File: config.mk
export PLATFORM = sky130hd
export DESIGN_NAME = com_arbiter
export DESIGN_NICKNAME = d
export VERILOG_FILES = /design/src/rtl/com_arb_pkg.sv /design/src/rtl/rr_arbiter.sv /design/src/rtl/com_arbiter.sv
export SDC_FILE = /design/constraint.sdc
export NUM_CORES = 1
export LEC_CHECK = 0
export ABC_CLOCK_PERIOD_IN_PS = 2600
export BUFFER_PORTS_ARGS = -buffer_cell sky130_fd_sc_hd__buf_4
export CAP_MARGIN = 20
export CORE_AREA = 2 2 80 82
export CTS_CLUSTER_SIZE = 24
export DETAILED_ROUTE_END_ITERATION = 16
export DIE_AREA = 0 0 82 84
export HOLD_SLACK_MARGIN = 0.06
export PLACE_DENSITY = 0.81
export SLEW_MARGIN = 20
export SYNTH_ARGS = -nofsm -noshare
export SYNTH_HDL_FRONTEND = slang
export SYNTH_SLANG_ARGS = --single-unit
File: constraint.sdc
create_clock -name clk -period 2.6 [get_ports clk]
set_input_delay 0.26 -clock clk [delete_from_list [all_inputs] [get_ports clk]]
set_output_delay 0.26 -clock clk [all_outputs]
set_load 0.01 [all_outputs]
File: src/rtl/com_arb_pkg.sv
// com_arb_pkg: shared types and constants for the ComSender arbiter.
//   state_t  : transaction FSM states
//   CMD_W    : command width sent to ComSender
//   RESP_W   : response byte width received from ComSender
//   ERR_RESP : response value reported when the watchdog expires
package com_arb_pkg;

  localparam int CMD_W  = 16;
  localparam int RESP_W = 8;
  localparam logic [RESP_W-1:0] ERR_RESP = 8'hFF;

  typedef enum logic [2:0] {
    IDLE      = 3'd0,
    ISSUE     = 3'd1,
    WAIT_SENT = 3'd2,
    WAIT_RESP = 3'd3,
    DONE      = 3'd4
  } state_t;

endpackage

File: src/rtl/rr_arbiter.sv
// rr_arbiter: combinational round-robin selector.
//   req     : request vector
//   pointer : index where the search starts (wraps modulo NUM_REQ)
//   grant   : one-hot winner (all zero when no request)
//   index   : binary index of the winner
//   valid   : at least one request present
module rr_arbiter
  import com_arb_pkg::*;
#(
  parameter int NUM_REQ = 4,
  parameter int IDX_W   = 2
) (
  input  logic [NUM_REQ-1:0] req,
  input  logic [IDX_W-1:0]   pointer,
  output logic [NUM_REQ-1:0] grant,
  output logic [IDX_W-1:0]   index,
  output logic               valid
);

  localparam int CW = IDX_W + 1;

  logic [CW-1:0] cand;

  // Scan requesters starting at pointer; the first one found wins.
  always_comb begin
    grant = {NUM_REQ{1'b0}};
    index = {IDX_W{1'b0}};
    valid = 1'b0;
    cand  = {CW{1'b0}};
    for (int k = 0; k < NUM_REQ; k++) begin
      cand = {1'b0, pointer} + CW'(k);
      if (cand >= CW'(NUM_REQ)) begin
        cand = cand - CW'(NUM_REQ);
      end else begin
        cand = cand;
      end
      if (!valid && req[cand[IDX_W-1:0]]) begin
        valid                   = 1'b1;
        index                   = cand[IDX_W-1:0];
        grant[cand[IDX_W-1:0]]  = 1'b1;
      end else begin
        valid = valid;
      end
    end
  end

endmodule

File: src/rtl/com_arbiter.sv
// com_arbiter: shares one ComSender link among NUM_REQ requesters.
// One transaction = grant, send command, wait for cmd_sent, wait for a
// response byte, pulse done to the owner. Round-robin fairness.
// Ports:
//   clk, rst            : clock, async active-high reset
//   req, req_cmd        : per-requester request level and 16-bit command
//   gnt, done           : one-hot grant (whole transaction), done pulse
//   rsp_data, rsp_err   : captured response byte, timeout flag
//   cmd, send_cmd       : command and start pulse to ComSender
//   cmd_sent            : ComSender finished transmitting
//   resp, resp_rdy      : ComSender received byte and its valid flag
//   clr_resp_rdy        : one-cycle clear of resp_rdy
// Optional feature: define COM_ARB_TIMEOUT_EN to enable the response
// watchdog (TIMEOUT_CYCLES); without it the WAIT states never time out.
module com_arbiter
  import com_arb_pkg::*;
#(
  parameter int NUM_REQ        = 4,
  parameter int TIMEOUT_CYCLES = 65535
) (
  input  logic                      clk,
  input  logic                      rst,
  input  logic [NUM_REQ-1:0]        req,
  input  logic [CMD_W*NUM_REQ-1:0]  req_cmd,
  output logic [NUM_REQ-1:0]        gnt,
  output logic [NUM_REQ-1:0]        done,
  output logic [RESP_W-1:0]         rsp_data,
  output logic                      rsp_err,
  output logic [CMD_W-1:0]          cmd,
  output logic                      send_cmd,
  input  logic                      cmd_sent,
  input  logic [RESP_W-1:0]         resp,
  input  logic                      resp_rdy,
  output logic                      clr_resp_rdy
);

  localparam int IDX_W = $clog2(NUM_REQ);

  if (NUM_REQ < 2 || NUM_REQ > 8 || TIMEOUT_CYCLES < 1) begin : g_bad_cfg
    $error("com_arbiter: unsupported parameter value");
  end

  state_t              state;
  state_t              next_state;
  logic [IDX_W-1:0]    idx;        // owner of the current transaction
  logic [IDX_W-1:0]    rr_start;   // first index searched on the next grant
  logic [IDX_W-1:0]    arb_idx;
  logic [NUM_REQ-1:0]  arb_grant;
  logic                arb_valid;
  logic [CMD_W-1:0]    sel_cmd;
  logic                capture;
  logic                timeout;

  rr_arbiter #(
    .NUM_REQ (NUM_REQ),
    .IDX_W   (IDX_W)
  ) u_rr (
    .req     (req),
    .pointer (rr_start),
    .grant   (arb_grant),
    .index   (arb_idx),
    .valid   (arb_valid)
  );

  // Pick the command slice belonging to the arbitration winner.
  always_comb begin
    sel_cmd = {CMD_W{1'b0}};
    for (int i = 0; i < NUM_REQ; i++) begin
      if (arb_idx == IDX_W'(i)) begin
        sel_cmd = req_cmd[i*CMD_W +: CMD_W];
      end else begin
        sel_cmd = sel_cmd;
      end
    end
  end

  assign capture = (state == WAIT_RESP) && resp_rdy;

`ifdef COM_ARB_TIMEOUT_EN
  localparam int CNT_W = $clog2(TIMEOUT_CYCLES + 1);

  logic [CNT_W-1:0] wait_cnt;
  logic             err_flag;

  // Fires on the TIMEOUT_CYCLES-th cycle spent in the WAIT states.
  assign timeout = ((state == WAIT_SENT) || (state == WAIT_RESP)) &&
                   (wait_cnt == CNT_W'(TIMEOUT_CYCLES - 1));

  // Watchdog counter: cleared while in ISSUE, counts in WAIT states.
  always_ff @(posedge clk or posedge rst) begin
    if (rst) begin
      wait_cnt <= {CNT_W{1'b0}};
    end else if (state == ISSUE) begin
      wait_cnt <= {CNT_W{1'b0}};
    end else if ((state == WAIT_SENT) || (state == WAIT_RESP)) begin
      wait_cnt <= wait_cnt + CNT_W'(1);
    end else begin
      wait_cnt <= wait_cnt;
    end
  end

  // Error flag: set by a watchdog expiry, cleared by a real response.
  always_ff @(posedge clk or posedge rst) begin
    if (rst) begin
      err_flag <= 1'b0;
    end else if (capture) begin
      err_flag <= 1'b0;
    end else if (timeout) begin
      err_flag <= 1'b1;
    end else begin
      err_flag <= err_flag;
    end
  end

  assign rsp_err = err_flag;
`else
  assign timeout = 1'b0;
  assign rsp_err = 1'b0;
`endif

  // Next-state logic of the transaction FSM.
  always_comb begin
    next_state = state;
    case (state)
      IDLE: begin
        if (arb_valid) next_state = ISSUE;
        else           next_state = IDLE;
      end
      ISSUE: next_state = WAIT_SENT;
      WAIT_SENT: begin
        if (cmd_sent)     next_state = WAIT_RESP;
        else if (timeout) next_state = DONE;
        else              next_state = WAIT_SENT;
      end
      WAIT_RESP: begin
        if (resp_rdy)     next_state = DONE;
        else if (timeout) next_state = DONE;
        else              next_state = WAIT_RESP;
      end
      DONE:    next_state = IDLE;
      default: next_state = IDLE;
    endcase
  end

  // State register and registered outputs, decoded from next_state so
  // each output lines up with the state it belongs to.
  always_ff @(posedge clk or posedge rst) begin
    if (rst) begin
      state        <= IDLE;
      idx          <= {IDX_W{1'b0}};
      rr_start     <= {IDX_W{1'b0}};
      cmd          <= {CMD_W{1'b0}};
      rsp_data     <= {RESP_W{1'b0}};
      gnt          <= {NUM_REQ{1'b0}};
      done         <= {NUM_REQ{1'b0}};
      send_cmd     <= 1'b0;
      clr_resp_rdy <= 1'b0;
    end else begin
      state    <= next_state;
      send_cmd <= (next_state == ISSUE);
      done     <= (next_state == DONE) ? gnt : {NUM_REQ{1'b0}};
      // An unsolicited byte in IDLE is cleared once; the guard stops a
      // second pulse while ComSender is still dropping resp_rdy.
      clr_resp_rdy <= capture || timeout ||
                      ((state == IDLE) && resp_rdy && !clr_resp_rdy);

      if (next_state == IDLE)  gnt <= {NUM_REQ{1'b0}};
      else if (state == IDLE)  gnt <= arb_grant;
      else                     gnt <= gnt;

      if ((state == IDLE) && arb_valid) begin
        idx <= arb_idx;
        cmd <= sel_cmd;
      end

      if (capture)      rsp_data <= resp;
      else if (timeout) rsp_data <= ERR_RESP;

      // Next search starts just after the requester that was served.
      if (state == DONE) begin
        rr_start <= (idx == IDX_W'(NUM_REQ - 1)) ? {IDX_W{1'b0}} : idx + IDX_W'(1);
      end
    end
  end

endmodule

==> results by group, run 1 <==
Run status
  • Status: finished, final reports clean

Layout
  • Area taken by multi-input logic gates: about 1300 sq um
  • # diodes: 0
  • Fin area: 3500 sq um
  • Most used cells in the layout excluding fill and tap cells: sky130_fd_sc_hd__buf_4, sky130_fd_sc_hd__dfrtp_1, sky130_fd_sc_hd__nand2_1
  • Share of post-route cells with drive strength above 1: between 40 and 50%
  • Count of nets after finishing: approximately 420
  • Footprint of the flip-flops and latches: about 1000 sq um
  • Final Core Density: a little under three fifths
  • Layout fillers: 538
  • Synthesis-to-layout area growth: 40.8%
  • Most frequent standard cell in the layout excluding fill and tap cells: sky130_fd_sc_hd__buf_4

GRT
  • Number of global-route vias before repair: around 2,100
  • Antenna violations before repair: 0
  • Total global routing track utilization: around 18%
  • First-pass GRT wire length: just under 10,000 microns
  • Maximum number of pins on one net before global-route repair: 31
  • Leftover overflow at the end of global routing: 0

Placed design
  • Weighted congestion reported at the end of routability-driven placement: between 0.8 and 0.9
  • Placed Area: roughly 3400 sq um
  • Hpwl dp: around 4900 microns
  • Number of buffers added on ports: 113

Floorplanning
  • Effective utilization at floorplan: around 40%
  • Width of the die: 82 microns
  • Die area: between 6000 and 7000 sq um
  • Die span in y: around 84 microns
  • IO Count: between 100 and 150
  • # rows: 29
  • Core box area: between 6000 and 7000 sq um

Routing
  • Iter 0 DRT Violations: 118
  • Total DRC errors in the routed layout: 0
  • Detailed Routing Iterations Pass 1: 4
  • DR vias: ~2,100
  • Number of nets still failing antenna checks after routing: 0
  • Drt wl/cell: roughly 15 microns
  • Avg Vias per Cell: approximately 5.3
  • DRT Wirelength: 6290 microns

Logic synthesis
  • Average cell area after synthesis: between 10 and 15 sq um
  • Yosys Warn Count: 0
  • Number of standard cells after synthesis: roughly 220
  • Netlist cell types: 39
  • Sequential share of the synthesized area: about two fifths
  • Post-Syn Nets: 304
  • #FFs+latches synth: approximately 40
  • Synthesized cell area: 2480 sq um

Critical path
  • Largest fanout on the critical path: 16
  • FF-to-FF path depth: 8
  • CP endpoint kind: flip-flop
  • Arr. time, crit path: approximately 2.6 ns
  • Worst-case register-to-register setup slack: 0.18 ns
  • Critical path destination: cmd[12]
  • Start point of the critical path: rr_start[0]
  • Startpoint types: flip-flop
  • Setup Crit Path Kind: reg -> reg
  • Required time worst endpoint: between 2 and 3 ns
  • Critical register-to-register path startpoint: rr_start[0]
  • Worst reg2reg endpoint: cmd[12]

Clocking
  • CTS sink count: between 40 and 50
  • Maximum number of buffers from clock root to sink: 2
  • Number of buffers added by the clock tree synthesis step: 5
  • H-tree lvl count: 2
  • Post-CTS Repair Setup Buffers: 0
  • TritonCTS clock tree: yes
  • Worst-Skew Late Latency: roughly 0.28 ns
  • Cell chosen for the clock root: sky130_fd_sc_hd__clkbuf_8
  • Clock transition at the register clock pins on the worst setup and hold paths after CTS: about 0.080 ns

Power and ir drop
  • Cell leakage power: ~1.7 nW
  • Cell area power density: roughly 1200 nW/um^2
  • IR Drop Worst-Case VDD: 0.490 mV

Timing
  • Count of endpoints failing hold in the final timing report: 0
  • Achievable frequency: between 400 and 500 MHz
  • Slew at the pin closest to its max-slew limit: between 0.6 and 0.7 ns
  • Min Tclk post-route: 2.42 ns
  • Final setup viols: 0
  • Share of the cycle needed by the critical path after routing: about 93%
  • Unrepaired setup endpoints after global routing: no
  • Layout Skew: slightly above 0.003 ns
  • Number of max-slew violations in the final report: 0
  • Tightest slew margin relative to the limit: between 50% and 60%
  • Setup Total Neg Slack: 0 ns

Run
  • Number of maximum-capacitance violations: 0

Min path
  • Hold Path Class: in -> async
[cell usage after synthesis, drive strengths merged]
cell type,instances,area share (%)
a21oi,7,1.4
a222oi,4,1.6
a22oi,1,0.30
a31o,1,0.35
a31oi,5,1.3
a32o,1,0.40
and2,5,1.3
and3,1,0.25
buf,10,4.2
clkbuf,3,0.45
conb,1,0.15
dfrtp,41,41
ha,8,4.0
inv,8,1.2
mux2,9,4.1
mux2i,33,13
mux4,4,3.8
nand2,35,5.4
nand2b,1,0.55
nand3,1,0.71
nand3b,2,0.60
nor2,5,0.76
nor2b,4,1.0
nor3,1,0.20
o211ai,3,1.1
o21ai,3,1.1
o221ai,17,8.8
o31ai,1,0.30
or2,1,0.25
[cell type report]
cell class / instances / area share, %
multi-input cells: 154 / 37.7
flip-flops and latches: 41 / 29.3
repair buffers: 121 / 26.1
well taps: 77 / 2.75
clock buffers: 5 / 1.97
clock inverters: 3 / 1.32
inverters: 8 / 0.858
[worst min-delay path by stage]
stage / slack, ns / to / cells after the start
global route: 0.1 / cmd[4] / 2
finish: 0.05 / cmd[4] / 2
detailed placement: 0.44 / cmd[4] / 2
floorplan: 0.36 / state[1] / 1
CTS: 0.13 / rsp_data[6] / 2
global placement: 0.43 / rsp_data[7] / 2
[cells by family (layout without fill, tap and decap cells)]
logic type	after synthesis	in the layout	share of synthesized area, %
AOI/OAI and AO/OA	43	43	16.6
adders and majority gates	8	8	4.03
buffers and inverters	21	137	5.84
DFF	41	41	41.3
muxes	46	46	21.1
other	1	1	0.151
and+or+nand+nor	56	56	11.0
[metrics by stage]
stage | instances | setup slack (ns) | hold slack (ns) | power, W
5_1_grt | 409 | 0.0278 | 0.0952 | 0.00460
6_report | 409 | 0.176 | 0.0531 | 0.00428
4_1_cts | 409 | 0.0624 | 0.126 | 0.00429
3_3_place_gp | 401 | 0.181 | 0.432 | 0.00367
2_1_floorplan | 216 | 0.0948 | 0.363 | 0.00306
3_5_place_dp | 401 | 0.0772 | 0.440 | 0.00377
[routing by layer]
| layer | up-vias | track usage [%] | wire length [microns] |
|---|---|---|---|
| li1 | 1039 | - | - |
| met1 | 1027 | 22.7 | 2520 |
| met2 | 80 | 32.7 | 3300 |
| met3 | 2 | 3.03 | 449 |
| met4 | 0 | 3.18 | 25 |
| met5 | - | 0 | 0 |
[critical path, stage by stage (launching register included)]
cell and delay (ns):
sky130_fd_sc_hd__dfrtp_1 0.35, sky130_fd_sc_hd__inv_1 0.08, sky130_fd_sc_hd__ha_1 0.42, sky130_fd_sc_hd__mux4_2 0.39, sky130_fd_sc_hd__or2_1 0.28, sky130_fd_sc_hd__o211ai_2 0.24
sky130_fd_sc_hd__nand2_1 0.13, sky130_fd_sc_hd__nand2_4 0.24, sky130_fd_sc_hd__o221ai_1 0.16
[state kept, by name, summed over array words and instances (netlist names)]
| name | flops |
|---|---|
| rsp_data | 8 |
| idx | 2 |
| done | 4 |
| clr_resp_rdy | 1 |
| send_cmd | 1 |
| state | 3 |
| cmd | 16 |
| gnt | 4 |
| rr_start | 2 |
[power by group]
part	internal (W)	switching, W	total [W]
Combinational	0.00128	0.00139	0.00267
Sequential	0.000930	0.000167	0.00110
Clock	0.000287	0.000228	0.000516
[what timing repair did]
item / 4_1_cts / 5_1_grt
setup endpoints to repair: 0 / 9
hold buffers: 0 / 0
gates resized for setup: 0 / 2
No activity file was read; power rests on OpenSTA's default activity.
==> run 2, diff against run 1 <==
- CORE_AREA: 2 2 80 82 -> 5 5 83 85
- DIE_AREA: 0 0 82 84 -> 0 0 88 90
==> run 2 against run 1 <==
Net effect:
- sequential cell count unchanged
- cell count increased by 0.98%
- highest routed layer unchanged
- via count is 2.4% higher
- critical path depth unchanged
- non-clock buffer count is 4 higher
- combinational power is 5% higher
- core utilization is 0.70 points higher
==> results by group, run 2 (synthesis results as in run 1) <==
Run status
  • Status: finished, final reports clean (unchanged)

GRT
  • Total global routing track utilization: 17.0% (was 18.2%)
  • Leftover overflow at the end of global routing: 0 (unchanged)
  • Antenna violations before repair: 0 (unchanged)
  • First-pass GRT wire length: 10,900 microns (was 9940 microns)
  • Number of global-route vias before repair: 2,275 (was 2,129)
  • Maximum number of pins on one net before global-route repair: 31 (unchanged)

Floorplanning
  • Core box area: 6130 sq um (was 6100 sq um)
  • IO Count: 115 (unchanged)
  • Die span in y: 90 microns (was 84 microns)
  • Die area: 7920 sq um (was 6890 sq um)
  • Width of the die: 88 microns (was 82 microns)
  • # rows: 29 (unchanged)
  • Effective utilization at floorplan: 40.5% (was 40.8%)

Routing
  • Total DRC errors in the routed layout: 0 (unchanged)
  • Iter 0 DRT Violations: 87 (was 118)
  • Avg Vias per Cell: 5.32 (was 5.25)
  • Detailed Routing Iterations Pass 1: 4 (unchanged)
  • DRT Wirelength: 6780 microns (was 6290 microns)
  • Drt wl/cell: 16.4 microns (was 15.4 microns)
  • Number of nets still failing antenna checks after routing: 0 (unchanged)
  • DR vias: 2,199 (was 2,148)

Power and ir drop
  • IR Drop Worst-Case VDD: 0.514 mV (was 0.490 mV)
  • Cell area power density: 1250 nW/um^2 (was 1220 nW/um^2)
  • Cell leakage power: 1.74 nW (was 1.71 nW)

Placed design
  • Weighted congestion reported at the end of routability-driven placement: 0.798 (was 0.839)
  • Number of buffers added on ports: 113 (unchanged)
  • Hpwl dp: 5310 microns (was 4910 microns)

Clocking
  • Cell chosen for the clock root: sky130_fd_sc_hd__clkbuf_8 (unchanged)
  • Clock transition at the register clock pins on the worst setup and hold paths after CTS: 0.08 ns (about the same)
  • H-tree lvl count: 2 (unchanged)
  • Worst-Skew Late Latency: 0.29 ns (was 0.28 ns)
  • Maximum number of buffers from clock root to sink: 2 (unchanged)
  • Number of buffers added by the clock tree synthesis step: 5 (unchanged)
  • CTS sink count: 41 (unchanged)
  • Post-CTS Hold Fix Bufs: 0 (unchanged)
  • TritonCTS clock tree: yes (unchanged)

Timing
  • Slew at the pin closest to its max-slew limit: 0.625 ns (about the same)
  • Final setup viols: 0 (unchanged)
  • Unrepaired setup endpoints after global routing: no (unchanged)
  • Count of endpoints failing hold in the final timing report: 0 (unchanged)
  • Layout Skew: 0.00611 ns (was 0.00306 ns)
  • Number of max-slew violations in the final report: 0 (unchanged)
  • Share of the cycle needed by the critical path after routing: 92.9% (was 93.2%)
  • Min Tclk post-route: 2.42 ns (about the same)
  • Tightest slew margin relative to the limit: 58.3% (about the same)
  • Worst hold margin: 0.0452 ns (was 0.0531 ns)
  • Setup Total Neg Slack: 0 ns (unchanged)
  • Achievable frequency: 414 MHz (was 412 MHz)

Layout
  • Max FFs per register: 16 (unchanged)
  • Largest regs: cmd: 16 flops, rsp_data: 8 flops (unchanged)
  • # diodes: 0 (unchanged)
  • Most frequent standard cell in the layout excluding fill and tap cells: sky130_fd_sc_hd__buf_4 (unchanged)
  • Largest Register: cmd (unchanged)
  • Share of post-route cells with drive strength above 1: 48.8% (was 48.2%)
  • Most used cells in the layout excluding fill and tap cells: sky130_fd_sc_hd__buf_4, sky130_fd_sc_hd__dfrtp_1, sky130_fd_sc_hd__nand2_1 (unchanged)
  • Synthesis-to-layout area growth: 43.4% (was 40.8%)
  • Count of nets after finishing: 423 (was 419)

Critical path
  • CP endpoint kind: flip-flop (unchanged)
  • Arr. time, crit path: 2.57 ns (about the same)
  • FF-to-FF path depth: 8 (unchanged)
  • Required time worst endpoint: 2.76 ns (was 2.75 ns)
  • Largest fanout on the critical path: 16 (unchanged)
  • Startpoint types: flip-flop (unchanged)
  • Setup Crit Path Kind: reg -> reg (unchanged)

Run
  • Number of maximum-capacitance violations: 0 (unchanged)

Min path
  • Hold Path Class: in -> async (unchanged)
==> run 2: cell types whose count changed in the layout (fill, tap and decap cells not counted), sizes merged <==
| cell | delta |
|---|---|
| clkbuf | +2 |
| buf | +4 |
| clkinvlp | -1 |
| clkinv | -1 |
==> run 2: through the flow <==
stage | worst slack [ns] | cells | total power [W] | instance area [sq um] | utilization (%)
2_1_floorplan | 0.0948 | 216 | 0.00306 | 2490 | -
3_3_place_gp | 0.113 | 402 | 0.00374 | 3390 | 55.4
3_5_place_dp | -0.00999 | 402 | 0.00384 | 3390 | 55.4
4_1_cts | 0.0574 | 410 | 0.00438 | 3520 | 57.3
5_1_grt | 0.0242 | 413 | 0.00478 | 3560 | 58.1
6_report | 0.185 | 413 | 0.00446 | 3560 | 58.1
==> run 2: path summary, 6_finish.rpt <==
kind	from	end	slack, ns
max in group asynchronous	rst	idx[1]	1.93
max reg2reg	rr_start[1]	cmd[14]	0.18
min reg2reg	idx[1]	idx[1]	0.49
min in group clk	resp_rdy	state[1]	0.19
max	rr_start[1]	cmd[14]	0.18
min	rst	cmd[3]	0.05
==> run 2: power by group <==
group          switching (W)  internal (W)  total (W)
combinational        0.00142       0.00139    0.00281
sequential          0.000183      0.000931    0.00111
clock               0.000221      0.000313   0.000534
total                0.00183       0.00263    0.00446
==> run 2: repair_timing <==
item                       in CTS  in global routing
setup buffers                   0                  3
pin swaps                       0                  3
resized for setup               1                  2
setup endpoints to repair       1                 16
==> run 2: routing by layer <==
metal / GRT usage, % / up-vias / share of wire (%)
met5: 0 / - / 0
met1: 20.4 / 1067 / 39
li1: - / 1032 / -
met3: 2.83 / 12 / 7.6
met4: 6.14 / 0 / 1.9
met2: 29.9 / 88 / 52
==> run 2: final cells by class <==
cell class                 count  area [sq um]
clock buffer                   7          86.3
clock inverter                 1          30.0
fill                         545          2570
sequential                    41          1030
tap                           77          96.3
timing repair buffer         125           963
inverter                       8          30.0
multi-input combinational    154          1330
==> run 2: critical path: stages (launching register included) <==
cell and delay (ns):
sky130_fd_sc_hd__dfrtp_1 0.41, sky130_fd_sc_hd__inv_1 0.08, sky130_fd_sc_hd__ha_2 0.41, sky130_fd_sc_hd__mux4_2 0.36
sky130_fd_sc_hd__or2_1 0.27, sky130_fd_sc_hd__o211ai_2 0.25, sky130_fd_sc_hd__nand2_1 0.18, sky130_fd_sc_hd__nand2_8 0.19
sky130_fd_sc_hd__o221ai_1 0.13
